$ cat config.mk
export PLATFORM = sky130hd
export DESIGN_NAME = ads8688_spi_resp
export DESIGN_NICKNAME = d
export VERILOG_FILES = /design/src/rtl/ads8688_spi_resp.sv
export SDC_FILE = /design/constraint.sdc
export NUM_CORES = 1
export LEC_CHECK = 0
export CORE_MARGIN = 2
export CORE_UTILIZATION = 62
export CTS_BUF_LIST = sky130_fd_sc_hd__clkbuf_16
export CTS_CLUSTER_SIZE = 20
export DETAILED_ROUTE_END_ITERATION = 8
export PLACE_DENSITY = 0.84
export SLEW_MARGIN = 20
export SYNTH_ARGS = -nofsm -noshare
export SYNTH_HDL_FRONTEND = slang
export SYNTH_SLANG_ARGS = --single-unit
$ cat constraint.sdc
create_clock -name clk -period 6.3 [get_ports clk]
set_clock_uncertainty 0.05 [all_clocks]
set_input_delay 1.26 -clock clk [delete_from_list [all_inputs] [get_ports clk]]
set_output_delay 1.26 -clock clk [all_outputs]
set_load 0.03 [all_outputs]
$ cat src/rtl/ads8688_spi_resp.sv
// SPI target that mimics the ADS8688 frame: a 16-bit command on MOSI, then 16 bits of data on MISO.
// All SPI pins are synchronized into the clk domain. The frame logic is a single registered state machine.
module ads8688_spi_resp (
   input  logic        clk,
   input  logic        rst,
   input  logic        sclk,
   input  logic        csn,
   input  logic        mosi,
   output logic        miso,
   output logic        cmd_valid,
   output logic [15:0] cmd_word,
   output logic [2:0]  cur_ch,
   output logic        frame_err
);

   typedef enum logic [1:0] {
      S_IDLE = 2'd0,
      S_CMD  = 2'd1,
      S_DATA = 2'd2,
      S_HOLD = 2'd3
   } state_t;

   logic        r_sclk_s1, r_sclk_s2, r_sclk_d;
   logic        r_csn_s1, r_csn_s2;
   logic        r_mosi_s1, r_mosi_s2;
   logic [1:0]  r_sync_vld;
   logic        r_armed;
   state_t      r_state;
   logic [4:0]  r_fcnt;
   logic [15:0] r_shift;
   logic [12:0] r_conv;
   logic [15:0] r_tx;
   logic        r_miso;
   logic        r_cmd_valid;
   logic [15:0] r_cmd_word;
   logic [2:0]  r_cur_ch;
   logic        r_frame_err;

   logic        w_sclk_fall;
   logic        w_sclk_rise;
   logic [15:0] w_cmd_next;

   // Manual-channel words select a channel, the program reset word returns to channel 0, and other words keep it.
   function automatic logic [2:0] decode_ch(input logic [15:0] cmd, input logic [2:0] cur);
      logic [2:0] ch;
      if ((cmd[15:13] == 3'b110) && (cmd[9:0] == 10'd0)) begin
         ch = cmd[12:10];
      end else if (cmd == 16'h8500) begin
         ch = 3'd0;
      end else begin
         ch = cur;
      end
      return ch;
   endfunction

   assign w_sclk_fall = r_sclk_d & ~r_sclk_s2;
   assign w_sclk_rise = ~r_sclk_d & r_sclk_s2;
   assign w_cmd_next  = {r_shift[14:0], r_mosi_s2};

   // Two-flop synchronizers and the sclk edge-detect delay.
   // r_sync_vld marks when r_csn_s2 holds a real pin sample rather than its reset value.
   always_ff @(posedge clk) begin
      if (rst) begin
         r_sclk_s1  <= 1'b0;
         r_sclk_s2  <= 1'b0;
         r_sclk_d   <= 1'b0;
         r_csn_s1   <= 1'b1;
         r_csn_s2   <= 1'b1;
         r_mosi_s1  <= 1'b0;
         r_mosi_s2  <= 1'b0;
         r_sync_vld <= 2'b00;
      end else begin
         r_sclk_s1  <= sclk;
         r_sclk_s2  <= r_sclk_s1;
         r_sclk_d   <= r_sclk_s2;
         r_csn_s1   <= csn;
         r_csn_s2   <= r_csn_s1;
         r_mosi_s1  <= mosi;
         r_mosi_s2  <= r_mosi_s1;
         r_sync_vld <= {r_sync_vld[0], 1'b1};
      end
   end

   // Frame state machine with all registered outputs.
   always_ff @(posedge clk) begin
      if (rst) begin
         r_armed     <= 1'b0;
         r_state     <= S_IDLE;
         r_fcnt      <= 5'd0;
         r_shift     <= 16'h0000;
         r_conv      <= 13'd0;
         r_tx        <= 16'h0000;
         r_miso      <= 1'b0;
         r_cmd_valid <= 1'b0;
         r_cmd_word  <= 16'h0000;
         r_cur_ch    <= 3'd0;
         r_frame_err <= 1'b0;
      end else begin
         r_cmd_valid <= 1'b0;
         r_frame_err <= 1'b0;
         if (r_sync_vld[1] && r_csn_s2) begin
            r_armed <= 1'b1;
         end else begin
            r_armed <= r_armed;
         end
         case (r_state)
            S_IDLE: begin
               r_miso <= 1'b0;
               // A frame starts only after csn has really been sampled high, so a frame cut by reset is ignored.
               if (r_armed && r_sync_vld[1] && !r_csn_s2) begin
                  r_state <= S_CMD;
                  r_armed <= 1'b0;
                  r_fcnt  <= 5'd0;
                  r_shift <= 16'h0000;
                  r_tx    <= {r_cur_ch, r_conv};
                  r_conv  <= r_conv + 13'd1;
               end else begin
                  r_state <= S_IDLE;
               end
            end
            S_CMD: begin
               r_miso <= 1'b0;
               if (r_csn_s2) begin
                  r_state     <= S_IDLE;
                  r_frame_err <= (r_fcnt != 5'd0);
               end else if (w_sclk_fall) begin
                  r_shift <= w_cmd_next;
                  if (r_fcnt == 5'd15) begin
                     r_state     <= S_DATA;
                     r_fcnt      <= 5'd16;
                     r_cmd_word  <= w_cmd_next;
                     r_cmd_valid <= 1'b1;
                     r_cur_ch    <= decode_ch(w_cmd_next, r_cur_ch);
                  end else begin
                     r_fcnt <= r_fcnt + 5'd1;
                  end
               end else begin
                  r_state <= S_CMD;
               end
            end
            S_DATA: begin
               if (r_csn_s2) begin
                  r_state     <= S_IDLE;
                  r_miso      <= 1'b0;
                  r_frame_err <= 1'b1;
               end else if (w_sclk_fall) begin
                  if (r_fcnt == 5'd31) begin
                     r_state <= S_HOLD;
                     r_miso  <= 1'b0;
                  end else begin
                     r_fcnt <= r_fcnt + 5'd1;
                  end
               end else if (w_sclk_rise) begin
                  r_miso <= r_tx[15];
                  r_tx   <= {r_tx[14:0], 1'b0};
               end else begin
                  r_state <= S_DATA;
               end
            end
            S_HOLD: begin
               r_miso <= 1'b0;
               if (r_csn_s2) begin
                  r_state <= S_IDLE;
               end else begin
                  r_state <= S_HOLD;
               end
            end
            default: begin
               r_state <= S_IDLE;
               r_miso  <= 1'b0;
            end
         endcase
      end
   end

   assign miso      = r_miso;
   assign cmd_valid = r_cmd_valid;
   assign cmd_word  = r_cmd_word;
   assign cur_ch    = r_cur_ch;
   assign frame_err = r_frame_err;

endmodule

Word level (Yosys, flattened, before mapping) --
Index checks and enable logic that the tools add are counted.
Word-level totals: output and inout bits 22, register bits 83, input bits 5
Cells by class: multiplexer cells 42, bitwise logic cells 7, reduce and logical (&&, ||, !) cells 22, add/sub/neg operators 2, equality and inequality tests 19
Operators with widths (number):
- $mux 16 | 4
- $mux 15 | 3
- $mux 5 | 7
- $pmux 16 s2 | 1
- $pmux 15 s2 | 1
- $eq 16x16->1 const B | 1
- $mux 2 | 8
- $ne 2x2->1 const B | 8
- $ne 4x4->1 const B | 4
- $pmux 5 s3 | 1
- $add 13x1->13 const B | 1
- $mux 1 | 12
- $logic_not 10->1 | 1
- $reduce_and 5->1 | 2
- $pmux 2 s4 | 1
- $reduce_and 4->1 | 2
- $reduce_and 7->1 | 1
- $mux 3 | 2
- $reduce_bool 2->1 | 3
- $add 5x1->5 const B | 1
- $eq 5x4->1 const B | 1
- $eq 5x5->1 const B | 1
- $not 1->1 | 5
- $reduce_bool 5->1 | 1
- other kinds (13) | 20

Logic depth before layout (Yosys ltp) --
depth in word-level cells 6, mapped depth 8

Least setup slack after synthesis --
No wires, ideal clock.
path kind in2reg, start point input port rst, end point register r_cmd_valid (netlist: cmd_valid), stages on the path 4, arrival time 2129 ps, library setup time 128 ps, data required time 6122 ps, slack 3993 ps, path through clkbuf_1 clkbuf_1 clkbuf_1 nor2_1
Between the ends: cells in the longest elaborated chain, start to end 1
Ends and longest elaborated chain:
- from (decl) | line 5 | input logic rst,
- $reduce_or 4->1 (no line)
- to (signal assigned) | line 94 | r_cmd_valid <= 1'b0;
- to (signal assigned) | line 99 | r_cmd_valid <= 1'b0;
- to (signal assigned) | line 132 | r_cmd_valid <= 1'b1;
- to (decl) | line 34 | logic r_cmd_valid;
No other way between the ends. A chain may end at the register's enable or synchronous reset.

Worst setup path in the final report --
start point register r_cur_ch[2] (netlist: cur_ch[2]), end point output port cur_ch[2]
RTL lines:
- from (decl) | line 36 | logic [2:0] r_cur_ch;
- from (signal assigned) | line 133 | r_cur_ch <= decode_ch(w_cmd_next, r_cur_ch);
- to (decl) | line 12 | output logic [2:0] cur_ch,
No word-level cell between the ends.

==> results.md <==
* Status: finished clean
* Total Power at about 1.1 mW
* Floorplan row count at 28
* Post_cts resized at 0
* # port buffers at 26
* # setup viols final at 0
* Predominant post-synthesis flop cell: dfxtp_1
* Initial Utilization at ~64%
* CTS tree: done
* RSZ-0062 raised after global routing: false
* Total nets after synthesis at roughly 430
* First-pass GRT wire length at roughly 13,000 µm
* Finished Cell Area at 4259 µm²
* Layout area overhead at 14.57%
* Leak at about 1.4 nW
* Maximum buffer depth of the clock tree at 2
* Remaining global-route overflow at 0
* Fmax at approximately 360 MHz
* GP Congestion at ~0.80
* Vias in the first global route at 2,777
* Final Hold Viols at 0
* Final setup TNS at 0 ns
* Crit-path slowest cell: clkdlybuf4s50_1
* Worst R2R Start: r_state[0]
* Register area share after synthesis at between 40% and 50%
* Commonest non-fill, non-tap cells in the layout: dfxtp_1 (83), nor2_1 (49), nand2_1 (42), mux2i_1 (31)
* Final WL at just under 8000 µm
* Hold_buf cts at 0
* Tot GR Track Use at between 20% and 30%
* Core Box Area at just under 6000 µm²
* Register area at around 1700 µm²
* Postcts setup bufs at 0
* Async SR Flop Fraction at 0%
* CTS buffer count at 9
* DRT Pass-1 Iters at 4
* Hold wc startpoint: r_csn_s1
* Largest net degree at the start of global routing at between 80 and 90
* Multi-input logic area at about 1900 µm²
* Die area at 6631 µm²
* I/O Pins at 27
* Worst-path clk slew at 0.06 ns
* CP peak stage delay at ~0.7 ns
* Cell Area, Placed at between 3000 and 4000 µm²
* Avg Inst Size Synth at approximately 9 µm²
* Critical Path RT at ~5 ns
* CP cell instances: clkdlybuf4s50_1
* H-tree levels at 3
* Synth Cell Area at 3717 µm²
* Relative slew margins at between 40% and 50%
* CP Launch Type: flip-flop
* Post-route clock period utilization at between 40% and 50%
* Iteration-0 DRC Markers at 200
* Synthesized flop and latch total at 83
* Critical path's top delay family: buffers and inverters
* HPWL Detailed at 4695 µm
* Layout cells sized above 1 at 6.977%
* Peak supply drop at roughly 210 µV
* Initial antenna violation count at 0
* Synthesized instance count at between 400 and 500
* Remaining DRCs at 0
* Root Buffer: clkbuf_16
* Diode count at 0
* Hold Crit Class: flip-flop to flip-flop
* Util after Layout at 72.80%
* Critical path class: flip-flop to primary output
* Pwr Density at 251.4 nW/µm²
* Chip Width at 81.43 µm
* Max cap viols at 0
* Crit path from: cur_ch[2]
* Most common cell after layout, fill and taps aside: dfxtp_1
* Worst skew pair latency at around 0.33 ns
* Die Ht at ~80 µm
* Vias/cell at 5.814
* Crit end category: primary output
* Fin nets at between 400 and 500
* Drt wl/cell at about 15 µm
* Detail Route Antenna Nets at 0
* Netlist cell types at 51
* CP Buf/Inv Count at 1
* Syn. warnings at 0
* # fillers at approximately 420
* Final min period at 2.754 ns
* Routed vias at 2,936
* Post-synth EDFFs at 0
* Sink Count at 83
* Tightest Pin Transition at between 0.8 and 0.9 ns
* Critical Path AT at approximately 1.4 ns
* Worst Path Max Fanout at 3
* Final slew viol count at 0
-- kinds of logic after synthesis --
group	synth area share [%]
simple gates	23.80
fa+ha+maj	3.366
compound gates	12.93
buf+inv	4.510
flops	44.70
mux	8.347
xor+xnor	2.356
-- synth_stat cells, types with 2 or more instances --
cell type   n  area (µm²)
nand2b_1    5       31.28
dfxtp_1    83        1662
a211o_1     2       17.52
a22o_1      3       26.28
nor4_1      6       37.54
ha_1       10       125.1
or3_1       3       18.77
and3_1      2       12.51
o21ai_0    11       55.05
a21oi_1    25       125.1
nor4b_1     2       17.52
clkbuf_1   12       45.04
nor2b_1     9       56.30
buf_6       2       22.52
nand4_1     8       50.05
buf_2       7       35.03
o21a_1      2       15.01
a211oi_1   19       142.6
nand2_1    42       157.7
inv_1      13       48.80
xnor2_1     9       78.83
nand3_1     7       35.03
and2_1     15       93.84
nor3_1      8       40.04
or2_2       3       18.77
nor2_1     49       183.9
mux2i_1    31       310.3
-- routing by layer --
layer,up-vias,GRT usage (%),part of all wire (%)
met2,76,43.28,50
met3,10,6.923,4.1
met4,0,6.271,1.3
li1,1455,-,-
met1,1395,31.86,45
met5,-,0,0
-- power by group --
part | internal [mW] | switching, mW
Clock | 0.305 | 0.210
Sequential | 0.529 | 0.00474
Combinational | 0.00794 | 0.0137
-- state kept, by name, summed over array words and instances, names as in the netlist, named ones only --
name	flops
frame_err	1
miso	1
r_csn_s1	1
r_sync_vld	2
r_csn_s2	1
r_sclk_s1	1
cmd_valid	1
r_conv	13
r_sclk_s2	1
r_fcnt	5
r_mosi_s1	1
r_sclk_d	1
cmd_word	16
r_tx	16
r_state	2
r_shift	15
cur_ch	3
r_mosi_s2	1
-- metrics by stage --
step / hold WS, ns / cells / setup WS, ns
global route: 0.3835 / 505 / 3.522
floorplan: 0.3395 / 412 / 3.993
CTS: 0.3744 / 505 / 3.098
finish: 0.3707 / 505 / 3.546
detailed placement: 0.3624 / 490 / 3.128
global placement: 0.3523 / 490 / 3.296
-- cell type report --
cell class,instances,area share (%)
clock inverter,6,1.528
inverter,13,1.146
tap,75,2.203
multi-input combinational,292,44.65
sequential,83,39.01
timing repair buffer,27,6.169
clock buffer,9,5.288
-- worst paths after layout --
| kind | endpoint | slack (ns) | cells past startpoint |
|---|---|---|---|
| max | cur_ch[2] | 3.55 | 1 |
| min | r_csn_s2 | 0.37 | 1 |
| max reg2reg | r_tx[2] | 3.77 | 6 |
| min reg2reg | r_csn_s2 | 0.37 | 1 |
Power figures use the tool's default switching activity.
